<file path="config.mk">
export PLATFORM = sky130hd
export DESIGN_NAME = au_dac_formatter
export DESIGN_NICKNAME = d
export VERILOG_FILES = /design/src/rtl/au_dac_formatter.sv
export SDC_FILE = /design/constraint.sdc
export NUM_CORES = 1
export LEC_CHECK = 0
export ABC_AREA = 1
export CORE_MARGIN = 1.5
export CORE_UTILIZATION = 47
export CTS_CLUSTER_SIZE = 8
export DETAILED_ROUTE_END_ITERATION = 10
export HOLD_SLACK_MARGIN = 0.03
export PLACE_DENSITY = 0.81
export SLEW_MARGIN = 20
export SYNTH_ARGS = -nofsm -noshare
export SYNTH_HDL_FRONTEND = slang
export SYNTH_SLANG_ARGS = --single-unit
</file>
<file path="constraint.sdc">
create_clock -name sys_clk -period 4.2 [get_ports sys_clk]
set_clock_uncertainty 0.05 [all_clocks]
set_input_delay 0.84 -clock sys_clk [delete_from_list [all_inputs] [get_ports sys_clk]]
set_output_delay 0.84 -clock sys_clk [all_outputs]
set_load 0.1 [all_outputs]
</file>
<file path="src/rtl/au_dac_formatter.sv">
// Multi-channel FIR-to-DAC output stage: sample-rate strobe, per-sample gain,
// round/saturate to offset binary, per-channel DAC code hold and clip counter.
module au_dac_formatter #(
    parameter int CLK_DIV = 1250,
    parameter int IN_W    = 24,
    parameter int OUT_W   = 10,
    parameter int CH      = 2,
    parameter bit INVERT  = 1'b1,
    localparam int CHW    = (CH > 1) ? $clog2(CH) : 1
) (
    input  logic                sys_clk,
    input  logic                sys_rst,
    input  logic [IN_W-1:0]     din,
    input  logic                din_vld,
    input  logic [CHW-1:0]      din_ch,
    input  logic [2:0]          gain_sel,
    output logic                sample_tick,
    output logic                dac_clk,
    output logic [CH*OUT_W-1:0] dac_dat,
    output logic                dac_upd,
    output logic [15:0]         ovf_cnt
);

    localparam int CNT_W = (CLK_DIV > 1) ? $clog2(CLK_DIV) : 1;
    localparam logic [CNT_W-1:0] CNT_LAST = CNT_W'(CLK_DIV - 1);
    localparam int PW = IN_W + 10;
    localparam logic signed [PW-1:0] RND     = PW'(64);
    localparam logic signed [PW-1:0] SAT_MAX = {{11{1'b0}}, {(IN_W-1){1'b1}}};
    localparam logic signed [PW-1:0] SAT_MIN = {{11{1'b1}}, {(IN_W-1){1'b0}}};
    localparam logic [OUT_W-1:0] ZERO_CODE = INVERT ? {1'b0, {(OUT_W-1){1'b1}}}
                                                    : {1'b1, {(OUT_W-1){1'b0}}};

    // ---------------- sample-rate strobe and frame-aligned gain ----------------
    logic [CNT_W-1:0] cnt_q, cnt_d;
    logic             tick_q, tick_d;
    logic [2:0]       gain_q, gain_d;

    always_comb begin
        cnt_d  = (cnt_q == CNT_LAST) ? '0 : cnt_q + 1'b1;
        tick_d = (cnt_d == CNT_LAST);
        gain_d = tick_q ? gain_sel : gain_q;
    end

    always_ff @(posedge sys_clk or posedge sys_rst) begin
        if (sys_rst) begin
            cnt_q  <= '0;
            tick_q <= 1'b0;
            gain_q <= 3'd3;
        end else begin
            cnt_q  <= cnt_d;
            tick_q <= tick_d;
            gain_q <= gain_d;
        end
    end

    // ---------------- S1: channel qualify and gain multiply ----------------
    // din_vld is a valid-only strobe with no ready: every qualified beat is
    // consumed, one sample per cycle, and the pipeline never stalls.
    logic                  ch_ok;
    logic [3:0]            gain_p1;
    logic [9:0]            gmul;
    logic signed [PW-1:0]  din_x, gmul_x, prod;
    logic                  v1_q;
    logic [CHW-1:0]        ch1_q;
    logic signed [PW-1:0]  p_q;

    generate
        if ((1 << CHW) == CH) begin : g_ch_full
            assign ch_ok = 1'b1;
        end else begin : g_ch_part
            assign ch_ok = ({1'b0, din_ch} < (CHW+1)'(CH));
        end
    endgenerate

    always_comb begin
        gain_p1 = {1'b0, gain_q} + 4'd1;
        gmul    = {1'b0, gain_p1, 5'b00000};   // (gain_q+1)*32, Q2.7
        din_x   = {{10{din[IN_W-1]}}, din};
        gmul_x  = {{(PW-10){1'b0}}, gmul};
        prod    = din_x * gmul_x;
    end

    always_ff @(posedge sys_clk or posedge sys_rst) begin
        if (sys_rst) begin
            v1_q  <= 1'b0;
            ch1_q <= '0;
            p_q   <= '0;
        end else begin
            v1_q <= din_vld & ch_ok;
            if (din_vld && ch_ok) begin
                ch1_q <= din_ch;
                p_q   <= prod;
            end
        end
    end

    // ---------------- S2: round, saturate, format, lane write ----------------
    logic signed [PW-1:0]  sum, r_full;
    logic                  clip_hi, clip_lo;
    logic [OUT_W-1:0]      code;
    logic [CH*OUT_W-1:0]   dac_q, dac_d;
    logic                  upd_q;
    logic [15:0]           ovf_q, ovf_d;

    always_comb begin
        sum     = p_q + RND;
        r_full  = sum >>> 7;
        clip_hi = (r_full > SAT_MAX);
        clip_lo = (r_full < SAT_MIN);
        code    = r_full[IN_W-1 -: OUT_W];
        if (clip_hi) begin
            code = {1'b0, {(OUT_W-1){1'b1}}};
        end else if (clip_lo) begin
            code = {1'b1, {(OUT_W-1){1'b0}}};
        end
        code[OUT_W-1] = ~code[OUT_W-1];
        if (INVERT) begin
            code = ~code;
        end

        dac_d = dac_q;
        if (v1_q) begin
            for (int n = 0; n < CH; n++) begin
                if (ch1_q == CHW'(n)) begin
                    dac_d[n*OUT_W +: OUT_W] = code;
                end
            end
        end

        ovf_d = ovf_q;
        if (v1_q && (clip_hi || clip_lo) && (ovf_q != 16'hFFFF)) begin
            ovf_d = ovf_q + 16'd1;
        end
    end

    always_ff @(posedge sys_clk or posedge sys_rst) begin
        if (sys_rst) begin
            dac_q <= {CH{ZERO_CODE}};
            upd_q <= 1'b0;
            ovf_q <= '0;
        end else begin
            dac_q <= dac_d;
            upd_q <= v1_q;
            ovf_q <= ovf_d;
        end
    end

    assign sample_tick = tick_q;
    assign dac_clk     = ~sys_clk;
    assign dac_dat     = dac_q;
    assign dac_upd     = upd_q;
    assign ovf_cnt     = ovf_q;

endmodule

</file>
# Word-level counts from Yosys, hierarchy flattened
# Cells that the tools add are included.
# classes
addsub	4
n_mul	1
order_cmp	2
eq_ne	3
mux	3
n_bitwise	4
n_reduce_logical	5
# ops
operator	count
$add 34x8->34 const B	1
$mul 24x5->29	1
$gt 27x24->1 const B	1
$lt 27x24->1 const B	1
$eq 11x11->1 const B	2
$mux 10	2
$add 16x1->16 const B	1
$ne 16x16->1 const B	1
$add 11x1->11 const B	1
$mux 11	1
$not 10->10	1
$add 3x1->4 const B	1
$reduce_and 2->1	2
$not 1->1	3
$logic_and 1x1->1	2
$logic_or 1x1->1	1
# totals
ff_bits	83
inputBits	31
output_inout_bits	39
word_cells	32

# Longest topological paths before layout
# depth
ltp_word	6
mapped_depth	22

==> run metrics <==
status finished, violations left; failing checks negative setup slack; PD cells roughly 260 mW/mm²; #FFs+latches synth just over 80; I/O Buffers between 60 and 70; row count 47; vias in the first global route slightly below 8000; Avg Cell Area, Syn ~7.1 µm²; WS Path Type reg2reg; sequential-to-total area share from yosys stat 25.9%; P_leak about 5.6 nW; cell taking the most area after synthesis dfrtp_1; hold crit path type reg2reg; Final GP Congestion 0.954; worst path arrival time 4.46 ns; Final HPWL DP around 16000 µm; Setup WS post-layout -0.0754 ns; clk_lat worst skew between 0.3 and 0.4 ns; share of post-route cells with drive strength above 1 27.0%; Crit. End Element flip-flop; gr usage total between 20% and 30%; clock buffer depth 2; Routed WL 24800 µm; Layout area overhead 41.1%; number of max-cap violations 0; yosys warns 0; Die Y 133 µm; H-Tree Depth 3; CTS tree done; Routed Antenna Nets 0; Setup WS pre-CTS -0.524 ns; distinct cell type count of the synthesized netlist 36; net count after synthesis 1276; core area about 0.017 mm²; starting density of the core 48.3%; fmax ~230 MHz; fin crit share 102%; Cells after Synth between 1000 and 1500; area of the multi-input gates 0.00601 mm²; Antenna diodes 0; Synth area leaders dfrtp_1 19%, nand2_1 14%, fa_1 12%; hold_ws around 0.40 ns; Least-Margin Pin Slew ~1 ns; drt pass-1 iters 7; CTS root buffer clkbuf_16; detailed-route via count slightly above 8000; worst vdd ir 0.391 mV; Hold Vio Cnt, Final 0; CTS clk-pin slew, worst paths approximately 0.070 ns; post-synth top area share between 10% and 20%; final setup vio count 2; RSZ-0062 raised after global routing true; async set or reset register ratio after synthesis between 90% and 100%; total power around 3 mW; Inserted Clock Buffers 9; post-cts hold buffer count 0; ys flop type dfrtp_1; fin. max-slew vios 0; fin nets around 1500; fin util ~68%; Critical Path RT around 4.4 ns; crit path max fanout 7; first-iteration detailed-routing DRC count roughly 710; Startpoint Class flip-flop; Die W ~130 µm; wire per inst between 15 and 20 µm; initial antenna violation count 0; DIE AREA 0.0178 mm²; routed vias/inst between 5 and 6; register area between 0.002 and 0.0025 mm²; first-pass GRT wire length between 30000 and 40000 µm; placed cells 1519; min Tclk post-route 4.28 ns; number of remaining DRC errors 0; Post-synth EDFFs 0; cell area after synthesis about 0.0080 mm²; filler instances approximately 1200; largest net degree at the start of global routing 45; I/O Pins 70; Overflow after GRT 0; fin cells around 1600; Slew HR about a third
repair_timing:
action | CTS | global route
setup endpoints to repair | 20 | 21
pin swaps | 5 | 118
gates resized for setup | 42 | 201
buffers inserted | 4 | 13
gates cloned | 0 | 1
cells by family (layout without fill, tap and decap cells):
family,count (synthesis),after routing,share of synthesized area (%)
compound gates,85,85,5.78
xor+xnor,34,34,3.72
fa+ha+maj,110,110,21.8
buf+inv,240,438,11.5
flops,82,82,25.9
simple gates,584,584,31.2
final timing paths:
check,from,end,slack [ns],cells past startpoint
min,v1_q$_DFF_PP0_,dac_upd$_DFF_PP0_,0.40,0
min reg2reg,v1_q$_DFF_PP0_,dac_upd$_DFF_PP0_,0.40,0
max in group asynchronous,sys_rst,dac_dat[18]$_DFFE_PP1P_,2.48,3
min in group asynchronous,sys_rst,cnt_q[3]$_DFF_PP0_,0.90,2
max,gain_q[0]$_DFFE_PP1P_,p_q[32]$_DFFE_PP0P_,-0.08,19
max reg2reg,gain_q[0]$_DFFE_PP1P_,p_q[32]$_DFFE_PP0P_,-0.08,19
per-layer routing:
| metal | vias up | share of wire [%] | global-route usage (%) |
|---|---|---|---|
| met4 | 0 | 5.5 | 8.39 |
| met2 | 333 | 51 | 42.6 |
| li1 | 3903 | - | - |
| met5 | - | 0 | 0 |
| met3 | 116 | 4.9 | 2.89 |
| met1 | 3966 | 39 | 30.4 |
layout make-up:
class	instances	area share [%]
Timing Repair Buffer	199	15.7
Inverter	221	7.36
Multi-Input combinational cell	813	53.2
Tap cell	220	2.44
Clock inverter	6	0.399
Sequential cell	82	18.4
Clock buffer	12	2.44
registers in the layout (all words and copies together) (netlist names):
register / cells
sample_tick: 1
dac_upd: 1
p_q: 28
ch1_q: 1
ovf_cnt: 16
v1_q: 1
cnt_q: 11
dac_dat: 20
gain_q: 3
stage by stage:
stage,instance area (µm²),TNS [ns]
after floorplan,8010,0
after global placement,9790,-5.85
after detailed placement,9790,-6.78
after CTS,10300,-0.0138
after global routing,11300,-1.54
final,11300,-0.0872
synthesized netlist by cell type, types with 6 or more instances:
cell / instances
a21oi_1: 31
clkbuf_1: 13
dfrtp_1: 62
dfstp_2: 20
fa_1: 49
ha_1: 61
inv_1: 219
nand2_1: 295
nand2_2: 10
nand3_1: 85
nand4_1: 22
nor2_1: 129
nor2_2: 6
nor3_1: 20
o21ai_0: 36
xnor2_1: 11
xor2_1: 23
cell usage in the layout, fill, tap and decap left out, types with 10 or more instances in the layout:
| cell type | netlist | routed |
|---|---|---|
| nand2_4 | 1 | 17 |
| xor2_1 | 23 | 22 |
| ha_1 | 61 | 32 |
| nand2_2 | 10 | 26 |
| nor2_1 | 129 | 101 |
| o21ai_0 | 36 | 22 |
| nand4_1 | 22 | 22 |
| clkdlybuf4s50_1 | 0 | 68 |
| nand3_1 | 85 | 79 |
| clkbuf_16 | 0 | 11 |
| inv_1 | 219 | 191 |
| xnor2_1 | 11 | 10 |
| nand2_1 | 295 | 263 |
| fa_1 | 49 | 49 |
| buf_4 | 1 | 116 |
| inv_2 | 0 | 27 |
| dfrtp_1 | 62 | 62 |
| nor3_1 | 20 | 14 |
| a21oi_2 | 0 | 13 |
| nor2_2 | 6 | 25 |
| dfstp_2 | 20 | 20 |
| ha_4 | 0 | 28 |
power breakdown:
group | total, mW | leakage (nW) | switching (mW) | internal, mW
Clock | 0.908 | 0.156 | 0.433 | 0.474
Combinational | 1.09 | 4.48 | 0.776 | 0.310
Sequential | 0.990 | 0.989 | 0.0889 | 0.901
critical path: stages (launching register included):
cell	delay, ns
dfstp_2	0.61
ha_4	0.18
xnor2_4	0.20
clkbuf_16	0.26
nor2_1	0.05
ha_1	0.29
fa_1	0.49
inv_1	0.05
fa_1	0.52
inv_2	0.06
ha_4	0.32
nand2_4	0.08
nor2_2	0.14
inv_1	0.10
nor4_2	0.25
nand2_1	0.17
nand3_1	0.13
nand2_1	0.06
nand3_1	0.07
nand2_1	0.06
Power figures use the tool's default switching activity.
